===== config.mk =====
export PLATFORM = sky130hd
export DESIGN_NAME = ex_operand_stage
export DESIGN_NICKNAME = d
export VERILOG_FILES = /design/src/rtl/ex_operand_stage_pkg.sv /design/src/rtl/ex_operand_stage_fwd_mux.sv /design/src/rtl/ex_operand_stage.sv
export SDC_FILE = /design/constraint.sdc
export NUM_CORES = 1
export LEC_CHECK = 0
export ABC_AREA = 0
export CORE_AREA = 2 2 70 72
export DETAILED_ROUTE_END_ITERATION = 10
export DIE_AREA = 0 0 72 74
export PLACE_DENSITY_LB_ADDON = 0.25
export RECOVER_POWER = 50
export SYNTH_ARGS = -nofsm -noshare
export SYNTH_HDL_FRONTEND = slang
export SYNTH_SLANG_ARGS = --single-unit

===== constraint.sdc =====
create_clock -name clk -period 3.65 [get_ports clk]
set_input_delay 0.73 -clock clk [delete_from_list [all_inputs] [get_ports clk]]
set_output_delay 0.73 -clock clk [all_outputs]
set_load 0.03 [all_outputs]

===== src/rtl/ex_operand_stage_pkg.sv =====
// Shared types and defaults for the EX operand stage: ALU op encodings,
// width defaults and forward-source select.
package ex_operand_stage_pkg;

    localparam int unsigned AW_DEF = 2;
    localparam int unsigned DW_DEF = 8;

    typedef enum logic [1:0] {
        ALU_ADD  = 2'b00,
        ALU_SUB  = 2'b01,
        ALU_SLT  = 2'b10,
        ALU_SHL4 = 2'b11
    } alu_con_e;

    typedef enum logic [1:0] {
        FWD_REG   = 2'b00,
        FWD_EXMEM = 2'b01,
        FWD_MEMWB = 2'b10
    } fwd_sel_e;

endpackage


===== src/rtl/ex_operand_stage_fwd_mux.sv =====
// Forwarding mux for one source operand: the newest in-flight producer wins,
// and r0 is never forwarded.
module ex_operand_stage_fwd_mux
    import ex_operand_stage_pkg::*;
#(
    parameter int unsigned AW = AW_DEF,
    parameter int unsigned DW = DW_DEF
) (
    input  logic [AW-1:0] src_addr,
    input  logic [DW-1:0] reg_data,
    input  logic          exmem_regwrite,
    input  logic [AW-1:0] exmem_rd,
    input  logic [DW-1:0] exmem_result,
    input  logic          memwb_regwrite,
    input  logic [AW-1:0] memwb_rd,
    input  logic [DW-1:0] memwb_data,
    output logic [DW-1:0] fwd_data
);

    fwd_sel_e sel;

    always_comb begin
        sel = FWD_REG;
        if (exmem_regwrite && (exmem_rd != '0) && (exmem_rd == src_addr)) begin
            sel = FWD_EXMEM;
        end else if (memwb_regwrite && (memwb_rd != '0) && (memwb_rd == src_addr)) begin
            sel = FWD_MEMWB;
        end
    end

    always_comb begin
        fwd_data = reg_data;
        case (sel)
            FWD_EXMEM: fwd_data = exmem_result;
            FWD_MEMWB: fwd_data = memwb_data;
            default:   fwd_data = reg_data;
        endcase
    end

endmodule


===== src/rtl/ex_operand_stage.sv =====
// ID/EX pipeline register with load-use hazard detection and operand
// forwarding feeding the ALU and the EX/MEM stage.
module ex_operand_stage
    import ex_operand_stage_pkg::*;
#(
    parameter int unsigned AW = AW_DEF,
    parameter int unsigned DW = DW_DEF
) (
    input  logic          clk,
    input  logic          rst_n,
    input  logic          id_valid,
    input  logic [AW-1:0] id_rs,
    input  logic [AW-1:0] id_rt,
    input  logic [AW-1:0] id_rd,
    input  logic [DW-1:0] id_rs_data,
    input  logic [DW-1:0] id_rt_data,
    input  logic [DW-1:0] id_imm,
    input  logic          id_alusrc,
    input  logic [1:0]    id_alucon,
    input  logic          id_regwrite,
    input  logic          id_memread,
    input  logic          id_memwrite,
    input  logic          flush,
    input  logic          exmem_regwrite,
    input  logic [AW-1:0] exmem_rd,
    input  logic [DW-1:0] exmem_result,
    input  logic          memwb_regwrite,
    input  logic [AW-1:0] memwb_rd,
    input  logic [DW-1:0] memwb_data,
    output logic [1:0]    alu_con,
    output logic [DW-1:0] alu_a,
    output logic [DW-1:0] alu_b,
    output logic          ex_valid,
    output logic          ex_regwrite,
    output logic          ex_memread,
    output logic          ex_memwrite,
    output logic [AW-1:0] ex_rd,
    output logic [DW-1:0] ex_store_data,
    output logic          stall
);

    logic          pr_valid_q,    pr_valid_d;
    logic [AW-1:0] pr_rs_q,       pr_rs_d;
    logic [AW-1:0] pr_rt_q,       pr_rt_d;
    logic [AW-1:0] pr_rd_q,       pr_rd_d;
    logic [DW-1:0] pr_rs_data_q,  pr_rs_data_d;
    logic [DW-1:0] pr_rt_data_q,  pr_rt_data_d;
    logic [DW-1:0] pr_imm_q,      pr_imm_d;
    logic          pr_alusrc_q,   pr_alusrc_d;
    alu_con_e      pr_alucon_q,   pr_alucon_d;
    logic          pr_regwrite_q, pr_regwrite_d;
    logic          pr_memread_q,  pr_memread_d;
    logic          pr_memwrite_q, pr_memwrite_d;

    logic [DW-1:0] fwd_rs;
    logic [DW-1:0] fwd_rt;

    // Load in EX whose destination is read by the instruction in ID.
    always_comb begin
        stall = rst_n & pr_valid_q & pr_memread_q & (pr_rd_q != '0) & id_valid &
                ((pr_rd_q == id_rs) |
                 ((pr_rd_q == id_rt) & (~id_alusrc | id_memwrite)));
    end

    always_comb begin
        pr_valid_d    = id_valid;
        pr_rs_d       = id_rs;
        pr_rt_d       = id_rt;
        pr_rd_d       = id_rd;
        pr_rs_data_d  = id_rs_data;
        pr_rt_data_d  = id_rt_data;
        pr_imm_d      = id_imm;
        pr_alusrc_d   = id_alusrc;
        pr_alucon_d   = alu_con_e'(id_alucon);
        pr_regwrite_d = id_regwrite;
        pr_memread_d  = id_memread;
        pr_memwrite_d = id_memwrite;
        if (stall || flush) begin
            pr_valid_d    = 1'b0;
            pr_rs_d       = '0;
            pr_rt_d       = '0;
            pr_rd_d       = '0;
            pr_rs_data_d  = '0;
            pr_rt_data_d  = '0;
            pr_imm_d      = '0;
            pr_alusrc_d   = 1'b0;
            pr_alucon_d   = ALU_ADD;
            pr_regwrite_d = 1'b0;
            pr_memread_d  = 1'b0;
            pr_memwrite_d = 1'b0;
        end
    end

    always_ff @(posedge clk) begin
        if (!rst_n) begin
            pr_valid_q    <= 1'b0;
            pr_rs_q       <= '0;
            pr_rt_q       <= '0;
            pr_rd_q       <= '0;
            pr_rs_data_q  <= '0;
            pr_rt_data_q  <= '0;
            pr_imm_q      <= '0;
            pr_alusrc_q   <= 1'b0;
            pr_alucon_q   <= ALU_ADD;
            pr_regwrite_q <= 1'b0;
            pr_memread_q  <= 1'b0;
            pr_memwrite_q <= 1'b0;
        end else begin
            pr_valid_q    <= pr_valid_d;
            pr_rs_q       <= pr_rs_d;
            pr_rt_q       <= pr_rt_d;
            pr_rd_q       <= pr_rd_d;
            pr_rs_data_q  <= pr_rs_data_d;
            pr_rt_data_q  <= pr_rt_data_d;
            pr_imm_q      <= pr_imm_d;
            pr_alusrc_q   <= pr_alusrc_d;
            pr_alucon_q   <= pr_alucon_d;
            pr_regwrite_q <= pr_regwrite_d;
            pr_memread_q  <= pr_memread_d;
            pr_memwrite_q <= pr_memwrite_d;
        end
    end

    ex_operand_stage_fwd_mux #(.AW(AW), .DW(DW)) u_fwd_rs (
        .src_addr       (pr_rs_q),
        .reg_data       (pr_rs_data_q),
        .exmem_regwrite (exmem_regwrite),
        .exmem_rd       (exmem_rd),
        .exmem_result   (exmem_result),
        .memwb_regwrite (memwb_regwrite),
        .memwb_rd       (memwb_rd),
        .memwb_data     (memwb_data),
        .fwd_data       (fwd_rs)
    );

    ex_operand_stage_fwd_mux #(.AW(AW), .DW(DW)) u_fwd_rt (
        .src_addr       (pr_rt_q),
        .reg_data       (pr_rt_data_q),
        .exmem_regwrite (exmem_regwrite),
        .exmem_rd       (exmem_rd),
        .exmem_result   (exmem_result),
        .memwb_regwrite (memwb_regwrite),
        .memwb_rd       (memwb_rd),
        .memwb_data     (memwb_data),
        .fwd_data       (fwd_rt)
    );

    // Operands come straight off the pipeline register plus forwarding.
    always_comb begin
        alu_con       = pr_alucon_q;
        alu_a         = fwd_rs;
        alu_b         = pr_alusrc_q ? pr_imm_q : fwd_rt;
        ex_store_data = fwd_rt;
        ex_valid      = pr_valid_q;
        ex_regwrite   = pr_valid_q & pr_regwrite_q;
        ex_memread    = pr_valid_q & pr_memread_q;
        ex_memwrite   = pr_valid_q & pr_memwrite_q;
        ex_rd         = pr_valid_q ? pr_rd_q : '0;
    end

endmodule

After elaboration in Yosys (flattened, before gate mapping)
Index checks and enable logic that the tools add are counted.
{"block": "totals", "reg_bits": 37, "input_bits": 62, "output_inout_bits": 33}
{"block": "op_classes", "eq_ne": 10, "n_mux": 8, "n_bitwise": 13, "reduce_logical": 11}
{"cell": "$pmux 8 s2", "n": 2}
{"cell": "$eq 2x2->1", "n": 6}
{"cell": "$mux 2", "n": 5}
{"cell": "$and 1x1->1", "n": 9}
{"cell": "$mux 8", "n": 1}
{"cell": "$logic_and 1x1->1", "n": 6}
{"cell": "$reduce_bool 2->1", "n": 3}
{"cell": "$eq 2x1->1 const B", "n": 2}
{"cell": "$eq 2x2->1 const B", "n": 2}
{"cell": "$not 1->1", "n": 2}
{"cell": "$or 1x1->1", "n": 2}
{"cell": "$reduce_or 2->1", "n": 1}
{"cell": "$logic_or 1x1->1", "n": 1}

Depth between registers and ports, before layout
{"block": "depth", "ltp_word": 8, "ltp_mapped": 5, "depth_no_buf": 4}

Cells and area by module
Synthesis repeated with hierarchy kept, for this count alone.
{"block": "unflattened", "hier_cells": 214, "hier_area_um2": 1904.3}
{"mod": "ex_operand_stage", "n_inst": 1, "cells_each": 148, "area_each_um2": 1368.8}
{"mod": "ex_operand_stage_fwd_mux", "n_inst": 2, "cells_each": 33, "area_each_um2": 267.8}

Least setup slack after synthesis
OpenSTA, ideal clock, no wires.
{"block": "synth_path", "path_kind": "input to output", "start": "input memwb_regwrite", "end": "output ex_store_data[3]", "t_arrival_ns": 1.978, "required_time_ns": 2.920, "setup_slack_ns": 0.942, "stages": 5, "n_path_buf": 1, "cell_sequence": "buf_4 > nand3_1 > o22ai_4 > mux2i_1 > mux2i_1"}
{"block": "synth_between", "elab_chain_cells": 6, "elab_cells_between_ends": 7, "classes_between": "eq/ne: 2; mux: 3; reduce/logical: 2"}
{"element": "start: declaration", "line": "ex_operand_stage.sv:27", "rtl": "input logic memwb_regwrite,"}
{"element": "$logic_and 1x1->1 * (2 in a row)", "line": "ex_operand_stage_fwd_mux.sv:26", "rtl": "end else if (memwb_regwrite && (memwb_rd != '0) && (memwb_rd == src_addr)) begin"}
{"element": "$mux 2 *", "line": "ex_operand_stage_fwd_mux.sv:26"}
{"element": "$mux 2 *", "line": "ex_operand_stage_fwd_mux.sv:24", "rtl": "if (exmem_regwrite && (exmem_rd != '0) && (exmem_rd == src_addr)) begin"}
{"element": "$eq 2x2->1 / $eq 2x1->1 (equally long branches)", "line": "ex_operand_stage_fwd_mux.sv:33", "rtl": "case (sel)"}
{"element": "$pmux 8 s2 *", "line": "ex_operand_stage_fwd_mux.sv:33"}
{"element": "end: declaration", "line": "ex_operand_stage.sv:38", "rtl": "output logic [DW-1:0] ex_store_data,"}
Mark *: on every way between the ends. The rest lies on a longest branch, timed or not.

Final worst setup path
{"block": "layout_path", "start": "input memwb_rd[0]", "end": "output alu_a[4]"}
{"block": "layout_between", "elab_chain_cells": 7, "elab_cells_between_ends": 9, "classes_between": "eq/ne: 3; mux: 3; reduce/logical: 3"}
{"element": "start: declaration", "line": "ex_operand_stage.sv:28", "rtl": "input logic [AW-1:0] memwb_rd,"}
{"element": "$reduce_bool 2->1", "line": "ex_operand_stage_fwd_mux.sv:26"}
{"element": "$logic_and 1x1->1", "line": "ex_operand_stage_fwd_mux.sv:26"}
{"element": "$logic_and 1x1->1 *", "line": "ex_operand_stage_fwd_mux.sv:26"}
{"element": "$mux 2 *", "line": "ex_operand_stage_fwd_mux.sv:26"}
{"element": "$mux 2 *", "line": "ex_operand_stage_fwd_mux.sv:24"}
{"element": "$eq 2x2->1 / $eq 2x1->1 (equally long branches)", "line": "ex_operand_stage_fwd_mux.sv:33"}
{"element": "$pmux 8 s2 *", "line": "ex_operand_stage_fwd_mux.sv:33"}
{"element": "end: declaration", "line": "ex_operand_stage.sv:31", "rtl": "output logic [DW-1:0] alu_a,"}
Marked as above.

==> flow_summary.ini <==
[status]
status = completed

[power]
ir_drop_uv = 239
power_density_nw_per_um2 = 320
leakage_nw = 1.27

[timing]
period_minus_slack_ns = 3.54
setup_ws_ns = 0.111
fin_crit_sh = 0.970
tns_ns = 0
setup_viol = 0
hold_violations = 0
worstMarginPinSlew_ns = 0.962
clock_skew_ns = 0.00415
fmax_mhz = 283
slew_violations = 0
timing.slew.headroom = 0.359
rsz0062_at_grt = false

[critical_path]
endpoint_kind = primary output
worstRegToRegCells = 4
r2r-end = pr_rt_data_q[3]
arrival_ns = 2.81
crit_end = alu_a[4]
startpoint = memwb_rd[0]
worstPathMaxFanout = 8
r2r-start = pr_rd_q[0]
worstSetupStartpointType = input pin
rrSetupSlack_ns = 1.75
crit_type = input pin to primary output
crit_required_ns = 2.92

[logic_synthesis]
yosys.area.top_type = dfxtp_1
avgSynthCellArea_sq_um = 9.53
synth_area_leaders = dfxtp_1 (39%), and2_1 (14%), mux2i_1 (8.5%)
synth-edff-count = 0
syn-cell-area_sq_um = 1890
syn_nets = 260
ys_types = 33
ys_seq_area_frac = 0.393
synth_top_area_share = 0.393
ys_dominant_reg_cell = dfxtp_1
yosysMostFrequentCell = and2_1
synthArstFlopShare = 0
ys_top_cells_by_count = and2_1 (42), dfxtp_1 (37), inv_1 (18)
ys_warn_count = 0
ys_seq_elements = 37
netlist_instances = 198

[routing]
final_antenna_net_count = 0
via_per_inst = 5.11
post_drt_wl_per_cell_microns = 14.5
drt_iter0_drc = 73
num_vias = 1800
routed_wl_mm = 5.12
dr.pass1.iters = 4
drc = 0

[layout]
diodes = 0
final_layout_size_suffix_gt1_frac = 0.124
fillers = 383
synthToLayoutAreaGrowth_pct = 55.2
final_nets = 359

[grt]
grt_overflow_total = 0
antenna_found_initial = 0
grt_max_degree = 38
grt_usage = 0.198
grt_pass1_vias = 1770
grt_pass1_wl_mm = 8.07

[clock_network]
cts.clk_slew.worst_paths_ns = 0.07
hold_buffers = 0
ctsResizeCount = 0
post_cts_buffers = 0
cts_tree = built
h-tree-depth = 2
cts_buffer_depth = 2
numClockSinks = 37
clockRootBuffer = clkbuf_8
worstSkewPairLatency_ns = 0.29
cts_buffers = 5

[placement]
dp.final_hpwl_mm = 3.92
portBuffers = 94
pre_cts_slack_ns = 0.0479
place_congestion = 0.757

[worst_hold_path]
min-delay-start = id_rs_data[4]
holdPathStages = 2
hp-class = input pin to flip-flop

[die]
core_sq_um = 4600
die_y_microns = 74
dieArea_sq_um = 5330
start_util = 0.410
boundaryPins = 95
die_x_microns = 72
rows = 25

[job]
drv_cap = 0
==> cells by family after synthesis <==
kind of cell | after synthesis | synth area share
AO/OA/AOI/OAI | 48 | 0.216
XOR/XNOR | 8 | 0.0371
buffers and inverters | 27 | 0.0723
flip-flops | 37 | 0.393
multiplexers | 16 | 0.0849
AND/OR/NAND/NOR | 62 | 0.198
==> area by class of cell <==
class,instances,area (sq um),share of cell area
well taps,54,67.6,0.0231
repair buffers,101,966,0.330
flip-flops and latches,37,741,0.253
inverters,18,67.6,0.0231
clock inverters,2,10.0,0.00342
multi-input cells,134,1000,0.343
clock buffers,6,72.6,0.0248
==> state kept, by name, summed over array words and instances (netlist names) <==
register,cells
alu_con,2
ex_valid,1
pr_alusrc_q,1
pr_imm_q,8
pr_memread_q,1
pr_memwrite_q,1
pr_rd_q,2
pr_regwrite_q,1
pr_rs_data_q,8
pr_rs_q,2
pr_rt_data_q,8
pr_rt_q,2
==> per-stage QoR <==
step	utilization	cell area, sq um	hold WS, ns	std cells	total power (W)
CTS	0.635	2920	0.988	352	0.000948
global placement	0.617	2840	1.10	344	0.000675
detailed placement	0.617	2840	1.10	344	0.000677
floorplan	-	1890	0.852	198	0.000555
finish	0.637	2930	0.995	352	0.000936
global route	0.637	2930	0.998	352	0.000977
==> cells in the final DEF, fill, tap and decap left out, types with 2 or more instances in the layout <==
cell type | netlist | final
inv_1 | 18 | 18
dlymetal6s2s_1 | 0 | 5
and2_1 | 42 | 34
clkbuf_8 | 0 | 5
a21oi_1 | 7 | 7
nand2_1 | 2 | 2
a32oi_1 | 9 | 9
dlygate4sd3_1 | 0 | 3
buf_4 | 1 | 23
xnor2_1 | 6 | 6
xor2_1 | 2 | 2
a32o_1 | 8 | 8
nor2_1 | 9 | 9
o21ai_0 | 8 | 8
mux2i_1 | 16 | 16
nand3_1 | 2 | 2
clkinv_2 | 0 | 2
a2bb2oi_1 | 8 | 8
and2_0 | 0 | 8
clkdlybuf4s50_1 | 0 | 70
dfxtp_1 | 37 | 37
==> per-layer routing <==
layer / part of all wire / global-route usage / vias to the layer above / wire length [microns]
met5: 0 / 0 / - / 0
met3: 0.072 / 0.0637 / 12 / 371
met2: 0.50 / 0.333 / 69 / 2590
li1: - / - / 891 / -
met4: 0.019 / 0.0901 / 0 / 97
met1: 0.40 / 0.231 / 828 / 2070
==> critical path: stages <==
cell and delay (ns):
clkdlybuf4s50_1 0.55, nor4bb_2 0.28, a31o_2 0.26, a32oi_1 0.12, a2bb2oi_1 0.17, clkdlybuf4s50_1 0.70
==> power by group <==
part	internal, W	switching (W)
Clock	0.000132	0.000138
Combinational	0.000126	0.000111
Sequential	0.000420	0.00000976
Total	0.000678	0.000259
==> worst min path at each step <==
stage / endpoint
2_1_floorplan: alu_con[0]
3_3_place_gp: pr_memwrite_q
3_5_place_dp: pr_rt_q[1]
4_1_cts: alu_con[0]
5_1_grt: pr_imm_q[2]
6_report: pr_rs_data_q[4]
No activity file was read; power rests on OpenSTA's default activity.
